## config.mk

```make
export PLATFORM = sky130hd
export DESIGN_NAME = nn_phase_controller
export DESIGN_NICKNAME = d
export VERILOG_FILES = /design/src/rtl/nn_phase_controller.sv
export SDC_FILE = /design/constraint.sdc
export NUM_CORES = 1
export LEC_CHECK = 0
export CORE_ASPECT_RATIO = 1.2
export CORE_MARGIN = 4
export CORE_UTILIZATION = 30
export CTS_BUF_LIST = sky130_fd_sc_hd__clkbuf_4
export CTS_CLUSTER_DIAMETER = 50
export DETAILED_ROUTE_END_ITERATION = 6
export GPL_TIMING_DRIVEN = 0
export SLEW_MARGIN = 20
export SYNTH_ARGS = -nofsm -noshare
export SYNTH_HDL_FRONTEND = slang
export SYNTH_SLANG_ARGS = --single-unit
```

## constraint.sdc

```tcl
create_clock -name clk -period 2.48 [get_ports clk]
set_input_delay 0.496 -clock clk [delete_from_list [all_inputs] [get_ports clk]]
set_output_delay 0.496 -clock clk [all_outputs]
set_load 0.05 [all_outputs]
```

## src/rtl/nn_phase_controller.sv

```systemverilog
// Training phase sequencer: ROM weight load, pipeline stall slots, Manhattan
// update passes and epoch iteration, ending on convergence or an epoch limit.
// Outputs are registered, decoded from the next state, cycle counter and pass.
module nn_phase_controller #(
   parameter int ROM_INIT_CYCLES = 4,
   parameter int STALL_CYCLES    = 1,
   parameter int NUM_PASSES      = 2,
   parameter int PASS_CYCLES     = 8,
   parameter int EPOCH_W         = 8,
   parameter int PASS_W          = (NUM_PASSES > 1) ? $clog2(NUM_PASSES) : 1
) (
   input  logic                  clk,
   input  logic                  rst,
   input  logic                  start,
   input  logic                  train_en,
   input  logic [EPOCH_W-1:0]    max_epochs,
   input  logic                  training_done,
   output logic                  training_mode,
   output logic                  init_rom_rd,
   output logic                  wasted_cycle_stall,
   output logic                  old_weight_rd,
   output logic                  write_training,
   output logic [PASS_W-1:0]     pass_idx,
   output logic [NUM_PASSES-1:0] pass_finished,
   output logic [EPOCH_W-1:0]    epoch_count,
   output logic                  busy,
   output logic                  stop
);

   // One counter covers every timed phase, so size it for the longest one.
   localparam int MAX_LEN = (ROM_INIT_CYCLES > PASS_CYCLES)
                            ? ((ROM_INIT_CYCLES > STALL_CYCLES) ? ROM_INIT_CYCLES : STALL_CYCLES)
                            : ((PASS_CYCLES > STALL_CYCLES) ? PASS_CYCLES : STALL_CYCLES);
   localparam int CNT_W = (MAX_LEN > 1) ? $clog2(MAX_LEN) : 1;

   localparam logic [CNT_W-1:0]   ROM_LAST   = CNT_W'(ROM_INIT_CYCLES - 1);
   localparam logic [CNT_W-1:0]   STALL_LAST = CNT_W'((STALL_CYCLES > 0) ? STALL_CYCLES - 1 : 0);
   localparam logic [CNT_W-1:0]   PASS_LAST  = CNT_W'(PASS_CYCLES - 1);
   localparam logic [PASS_W-1:0]  LAST_PASS  = PASS_W'(NUM_PASSES - 1);
   localparam logic               HAS_STALL  = (STALL_CYCLES > 0);
   localparam logic [EPOCH_W-1:0] EPOCH_MAX  = '1;

   typedef enum logic [2:0] {
      S_IDLE,
      S_ROM_INIT,
      S_STALL,
      S_PASS,
      S_DONE
   } state_t;

   state_t               state_q, state_d;
   logic [CNT_W-1:0]     cnt_q, cnt_d;
   logic [PASS_W-1:0]    pass_q, pass_d;
   logic [EPOCH_W-1:0]   epoch_q, epoch_d;
   logic [EPOCH_W-1:0]   lim_q, lim_d;
   logic                 train_q, train_d;
   logic                 conv_q, conv_d;
   logic                 to_done_q, to_done_d;   // a stall slot leads to DONE, not PASS

   logic                 epoch_last;
   logic                 training_mode_d, init_rom_rd_d, wasted_cycle_stall_d;
   logic                 old_weight_rd_d, write_training_d, busy_d, stop_d;
   logic [NUM_PASSES-1:0] pass_finished_d;

   // Compared one bit wider so a limit of all-ones is still reachable.
   assign epoch_last = (({1'b0, epoch_q} + {{EPOCH_W{1'b0}}, 1'b1}) == {1'b0, lim_q});

   // Next-state logic: phase sequencing, pass/epoch bookkeeping, convergence latch.
   always_comb begin
      state_d   = state_q;
      cnt_d     = cnt_q;
      pass_d    = pass_q;
      epoch_d   = epoch_q;
      lim_d     = lim_q;
      train_d   = train_q;
      conv_d    = conv_q;
      to_done_d = to_done_q;

      // Convergence is remembered during the run and only acted on at an epoch boundary.
      if ((state_q != S_IDLE) && (state_q != S_DONE) && training_done) begin
         conv_d = 1'b1;
      end

      case (state_q)
         S_IDLE, S_DONE: begin
            if (start) begin
               state_d   = S_ROM_INIT;
               cnt_d     = '0;
               pass_d    = '0;
               epoch_d   = '0;
               conv_d    = 1'b0;
               to_done_d = 1'b0;
               train_d   = train_en;
               lim_d     = (max_epochs == '0) ? EPOCH_W'(1) : max_epochs;
            end
         end
         S_ROM_INIT: begin
            if (cnt_q == ROM_LAST) begin
               cnt_d     = '0;
               to_done_d = ~train_q;
               if (HAS_STALL) state_d = S_STALL;
               else           state_d = train_q ? S_PASS : S_DONE;
            end else begin
               cnt_d = cnt_q + 1'b1;
            end
         end
         S_STALL: begin
            if (cnt_q == STALL_LAST) begin
               cnt_d   = '0;
               state_d = to_done_q ? S_DONE : S_PASS;
            end else begin
               cnt_d = cnt_q + 1'b1;
            end
         end
         S_PASS: begin
            if (cnt_q == PASS_LAST) begin
               cnt_d = '0;
               if (pass_q == LAST_PASS) begin
                  pass_d  = '0;
                  epoch_d = (epoch_q == EPOCH_MAX) ? epoch_q : epoch_q + 1'b1;
                  if (conv_q || training_done || epoch_last) state_d = S_DONE;
                  else state_d = HAS_STALL ? S_STALL : S_PASS;
               end else begin
                  pass_d  = pass_q + 1'b1;
                  state_d = HAS_STALL ? S_STALL : S_PASS;
               end
            end else begin
               cnt_d = cnt_q + 1'b1;
            end
         end
         default: state_d = S_IDLE;
      endcase
   end

   // Output decode from next-state values so the registered outputs line up with the state.
   always_comb begin
      busy_d               = (state_d != S_IDLE) && (state_d != S_DONE);
      stop_d               = (state_d == S_DONE);
      init_rom_rd_d        = (state_d == S_ROM_INIT);
      wasted_cycle_stall_d = (state_d == S_STALL);
      training_mode_d      = train_d && ((state_d == S_STALL) || (state_d == S_PASS));
      old_weight_rd_d      = (state_d == S_PASS) && (cnt_d != PASS_LAST);
      write_training_d     = (state_d == S_PASS) && (cnt_d == PASS_LAST);
   end

   // One-hot pulse on the final cycle of whichever pass is running.
   for (genvar gi = 0; gi < NUM_PASSES; gi++) begin : g_pass_finished
      assign pass_finished_d[gi] = write_training_d && (pass_d == PASS_W'(gi));
   end

   assign pass_idx    = pass_q;
   assign epoch_count = epoch_q;

   // State, bookkeeping and output registers; reset aborts any run immediately.
   always_ff @(posedge clk) begin
      if (rst) begin
         state_q            <= S_IDLE;
         cnt_q              <= '0;
         pass_q             <= '0;
         epoch_q            <= '0;
         lim_q              <= '0;
         train_q            <= 1'b0;
         conv_q             <= 1'b0;
         to_done_q          <= 1'b0;
         training_mode      <= 1'b0;
         init_rom_rd        <= 1'b0;
         wasted_cycle_stall <= 1'b0;
         old_weight_rd      <= 1'b0;
         write_training     <= 1'b0;
         pass_finished      <= '0;
         busy               <= 1'b0;
         stop               <= 1'b0;
      end else begin
         state_q            <= state_d;
         cnt_q              <= cnt_d;
         pass_q             <= pass_d;
         epoch_q            <= epoch_d;
         lim_q              <= lim_d;
         train_q            <= train_d;
         conv_q             <= conv_d;
         to_done_q          <= to_done_d;
         training_mode      <= training_mode_d;
         init_rom_rd        <= init_rom_rd_d;
         wasted_cycle_stall <= wasted_cycle_stall_d;
         old_weight_rd      <= old_weight_rd_d;
         write_training     <= write_training_d;
         pass_finished      <= pass_finished_d;
         busy               <= busy_d;
         stop               <= stop_d;
      end
   end

endmodule

```

After elaboration in Yosys (flattened, before gate mapping)
Index checks and enable logic that the tools add are counted. Widths: inputs -> output; s select.

Latch bits: 0. Memories: 0. Logic and storage cells: 96. Bits in writable memories: 0. Register bits after elaboration: 35. Input port bits: 13. Output and inout port bits: 18. Memory bits (read-only): 0.

Add/sub/neg operators: 4. Shifts and indexed selects: 0. $mul: 0. Divide/modulo/power cells: 0. Mux-type cells: 31. Bitwise gates (word level): 2. Reductions and logical operators: 22. Eq/ne operators: 21. Order comparisons: 0.

Operators by type and width (number): $mux 8 (5); $mux 3 (11); $pmux 3 s4 (2); $pmux 8 s2 (1); $eq 3x2->1 const B (5); $eq 3x3->1 const B (4); $mux 1 (10); $ne 2x2->1 const B (5); $add 8x1->9 const B (1); $eq 9x8->1 (1); $ne 3x3->1 const B (3); $add 8x1->8 const B (1); $eq 8x8->1 const B (1); $logic_and 1x1->1 (8); $logic_not 8->1 (1); $eq 3x1->1 const B (2); $logic_not 3->1 (2); $reduce_bool 3->1 (2); $reduce_and 5->1 (1); $pmux 1 s2 (2); $reduce_bool 2->1 (2); $add 3x1->3 const B (1); $logic_or 1x1->1 (3); $reduce_and 3->1 (1); 4 further kinds (5).

Logic depth before layout (Yosys ltp)
Word-level depth: 10. Depth in mapped cells: 8. Depth with buffers taken out: 8.

Worst setup path after synthesis
OpenSTA, ideal clock, no wires.

Kind: register -> register. Start: register epoch_q[0] (netlist: epoch_count[0]). End: register busy. Setup time: 120 ps. Clock period less this slack: 2409 ps. Stages on the path, launching flop included: 9. Slack: 71 ps. Buffers on the path: 1. Data arrival time: 2289 ps. Required time: 2360 ps. Path through: dfxtp_1 > ha_1 > buf_2 > nand3_2 > o41ai_1 > o221a_2 > o221ai_1 > and2_1 > o31a_1.

Longest elaborated chain between the ends: 9. Elaborated cells between the ends (all ways): 10. Classes of those cells: add/sub (1); eq/ne (2); mux (4); reduce/logical (3).

RTL lines: start: declaration (line 54) `logic [EPOCH_W-1:0] epoch_q, epoch_d;`; start signal: assignment (line 177) `epoch_q <= epoch_d;`; $add 8x1->9 (*) (line 66) `assign epoch_last = (({1'b0, epoch_q} + {{EPOCH_W{1'b0}}, 1'b1}) == {1'b0, lim_q});`; $eq 9x8->1 (*) (line 66); $logic_or 1x1->1 (*) (line 121) `if (conv_q || training_done || epoch_last) state_d = S_DONE;`; $mux 3 (*) (line 121); $mux 3 (*) (line 118) `if (pass_q == LAST_PASS) begin`; $mux 3 (*) (line 116) `if (cnt_q == PASS_LAST) begin`; $pmux 3 s4 (*) (line 84) `case (state_q)`; $ne 3x3->1 or $reduce_bool 3->1 (tied branches) (line 137) `busy_d = (state_d != S_IDLE) && (state_d != S_DONE);`; $logic_and 1x1->1 (*) (line 137); end signal: assignment (line 188) `busy <= busy_d;`; end: declaration (line 26) `output logic busy,`.

Every way passes the cells marked *; elsewhere a longest branch is shown, timed or not. A chain may end at the register's enable or synchronous reset.

Final worst setup path
Ends and elaborated chain as after synthesis.

==> results.py <==
metrics = {
    "grt": {
        "grtUsageTotal": 0.134,
        "grt_max_degree": 13,
        "grt_pass1_vias": 1832,
        "gr-total-overflow": 0,
        "grt_pass1_wl_microns": 8090,
        "antenna_found_initial": 0,
    },
    "floorplanning": {
        "row_count": 31,
        "die_area_sq_mm": 0.00767,
        "core_sq_mm": 0.00609,
        "die_x_microns": 80.6,
        "die_h_microns": 95.2,
        "io_pins": 31,
        "initial_core_util": 0.312,
    },
    "place": {
        "numPortBuffers": 30,
        "post_dp_cell_area_sq_mm": 0.00230,
        "place_hpwl_microns": 3570,
        "post-place-ws_ns": -0.0931,
        "gp_congestion": 0.875,
    },
    "critical_path": {
        "reg2reg_depth": 8,
        "slowest_stage": "dfxtp_2",
        "worst_ep_arrival_time_ns": 2.49,
        "crit_chain": "ha_1 > buf_2 > o21ba_2 > a221oi_1 > o221a_2 > o221ai_1 > and2_1 > o31a_1",
        "slowest_delay_ns": 0.39,
        "critPathCaptureType": "flip-flop",
        "cp.required_ns": 2.72,
        "path_delay_family": "compound AO/OA/AOI/OAI gates",
        "crit_cells": 8,
        "worstSetupPathType": "flip-flop to flip-flop",
        "crit_fanout": 7,
        "cp_num_buf_inv": 1,
        "critPathLaunchType": "flip-flop",
    },
    "run": {
        "drv_cap": 0,
    },
    "pwr": {
        "power.density_mw_per_mm2": 475,
        "peakVddDrop_uv": 260,
        "leakage_nw": 0.849,
    },
    "logic_synthesis": {
        "seq_area_frac_synth": 0.369,
        "synth_cell_type_count": 49,
        "ys_warn_count": 0,
        "synth.area.top_cells": "dfxtp_1, nand2_1, a21oi_1",
        "synth.net_count": 255,
        "synth_area_sq_mm": 0.00190,
        "syn_inst": 236,
        "synth_top_flop_cell": "dfxtp_1",
        "ys_top_cells_by_count": "dfxtp_1, nand2_1, nor2_1",
        "synth.top_cell.area_share": 0.369,
        "async_flop_share": 0,
        "ys_ff_latch": 35,
        "yosysMostFrequentCell": "dfxtp_1",
        "synth.avg_cell_area_sq_um": 8.05,
        "synth_edf_count": 0,
        "synth_top_area_cell": "dfxtp_1",
    },
    "outcome": {
        "status": "completed",
    },
    "clock_network": {
        "clk_pin_slew_ns": 0.11,
        "clock_sink_count": 35,
        "post_cts_buffers": 0,
        "cts_root_buffer": "clkbuf_4",
        "cts_tree": "done",
        "numCtsBuffers": 5,
        "htreeDepth": 2,
        "cts_buffer_depth": 2,
        "hold_buffers": 0,
        "worst_skew_pair.late_latency_ns": 0.34,
    },
    "hold_path": {
        "hp-class": "flip-flop to flip-flop",
        "hold-path-cell-count": 2,
    },
    "sta": {
        "rsz0062_at_grt": "false",
        "finalWorstSetupSlack_ns": 0.230,
        "worstMarginPinSlew_ns": 0.544,
        "hold_viol": 0,
        "max-slew-margin-rel": 0.637,
        "slew_violations": 0,
        "final-setup-viol-count": 0,
        "skew_ns": 0.00928,
        "finalCritPeriodShare": 0.907,
        "fmax_ghz": 0.444,
        "timing.final.crit_period_ns": 2.25,
    },
    "finish": {
        "fillCellCount": 645,
        "final_util": 0.393,
        "diodes": 0,
        "drive_gt1_frac": 0.0912,
        "nets": 292,
        "stdcell_area_sq_mm": 0.00239,
        "area_growth_pct": 26.0,
    },
    "route": {
        "drt_iter0_markers": 77,
        "wire_per_inst_microns": 13.0,
        "vias": 1764,
        "vias_per_cell": 4.96,
        "drc": 0,
        "detail-route-antenna-nets": 0,
        "drt-pass1-iter-count": 4,
        "wl_microns": 4630,
    },
}
## stage by stage
step	hold WS [ns]	TNS (ns)	total power, mW	std cells
floorplan	0.436	0	0.687	236
CTS	0.472	0	1.16	356
finish	0.470	0	1.14	356
global placement	0.445	-0.272	0.737	348
global route	0.505	0	1.19	356
detailed placement	0.456	-0.260	0.738	348
## layout make-up
cell class | instances | area [sq um] | share of cell area
timing repair buffer | 30 | 300 | 0.125
multi-input combinational | 178 | 1100 | 0.461
buffer | 15 | 72.6 | 0.0303
tap | 82 | 103 | 0.0429
inverter | 8 | 30.0 | 0.0125
sequential | 35 | 703 | 0.294
clock inverter | 3 | 43.8 | 0.0183
clock buffer | 5 | 37.5 | 0.0157
## cell families after synthesis
| logic type | Yosys count | share of synthesized area |
|---|---|---|
| buffers and inverters | 23 | 0.0540 |
| XOR/XNOR | 8 | 0.0369 |
| AO/OA/AOI/OAI | 56 | 0.202 |
| AND/OR/NAND/NOR | 105 | 0.283 |
| flip-flops | 35 | 0.369 |
| multiplexers | 3 | 0.0158 |
| adder cells (fa/ha/maj) | 6 | 0.0395 |
## state kept, by name, summed over array words and instances, names as in the netlist, 2 cells and up
register / cells
lim_q: 8
cnt_q: 3
state_q: 3
pass_finished: 2
epoch_count: 8
## cells in the final DEF (no fill, tap or decap), types with 6 or more instances in the layout
cell and n:
a21oi_1 18, clkbuf_1 9, clkdlybuf4s50_1 30, dfxtp_1 33
ha_1 6, inv_1 8, nand2_1 31, nand3_1 10
nor2_1 19, nor2b_1 9, o21ai_0 10
## worst reg2reg max path, cell delays in order, from the launching register on
cell	delay, ns
dfxtp_2	0.39
ha_1	0.20
buf_2	0.16
o21ba_2	0.20
a221oi_1	0.30
o221a_2	0.24
o221ai_1	0.15
and2_1	0.24
o31a_1	0.28
## routing by layer
layer | up-vias | track usage | routed length, microns
met4 | 0 | 0.0704 | 149
li1 | 901 | - | -
met2 | 35 | 0.235 | 2250
met5 | - | 0 | 0
met1 | 816 | 0.145 | 2030
met3 | 12 | 0.0378 | 197
## path summary, 6_finish.rpt
kind	start	endpoint	slack, ns
max reg2reg	epoch_count[0]$_SDFFE_PP0P_	busy$_SDFF_PP0_	0.23
min reg2reg	conv_q$_SDFF_PP0_	conv_q$_SDFF_PP0_	0.47
min	conv_q$_SDFF_PP0_	conv_q$_SDFF_PP0_	0.47
max	epoch_count[0]$_SDFFE_PP0P_	busy$_SDFF_PP0_	0.23
## timing repair
item	CTS	global route
endpoints found under the setup margin	0	7
hold endpoints to repair	0	0
gates resized for setup	0	3
## power breakdown
part | total, mW | internal [mW] | switching, mW
Sequential | 0.589 | 0.578 | 0.0107
Clock | 0.413 | 0.212 | 0.201
Combinational | 0.135 | 0.0597 | 0.0757
Total | 1.14 | 0.850 | 0.288
(Power assumes the default switching activity.)
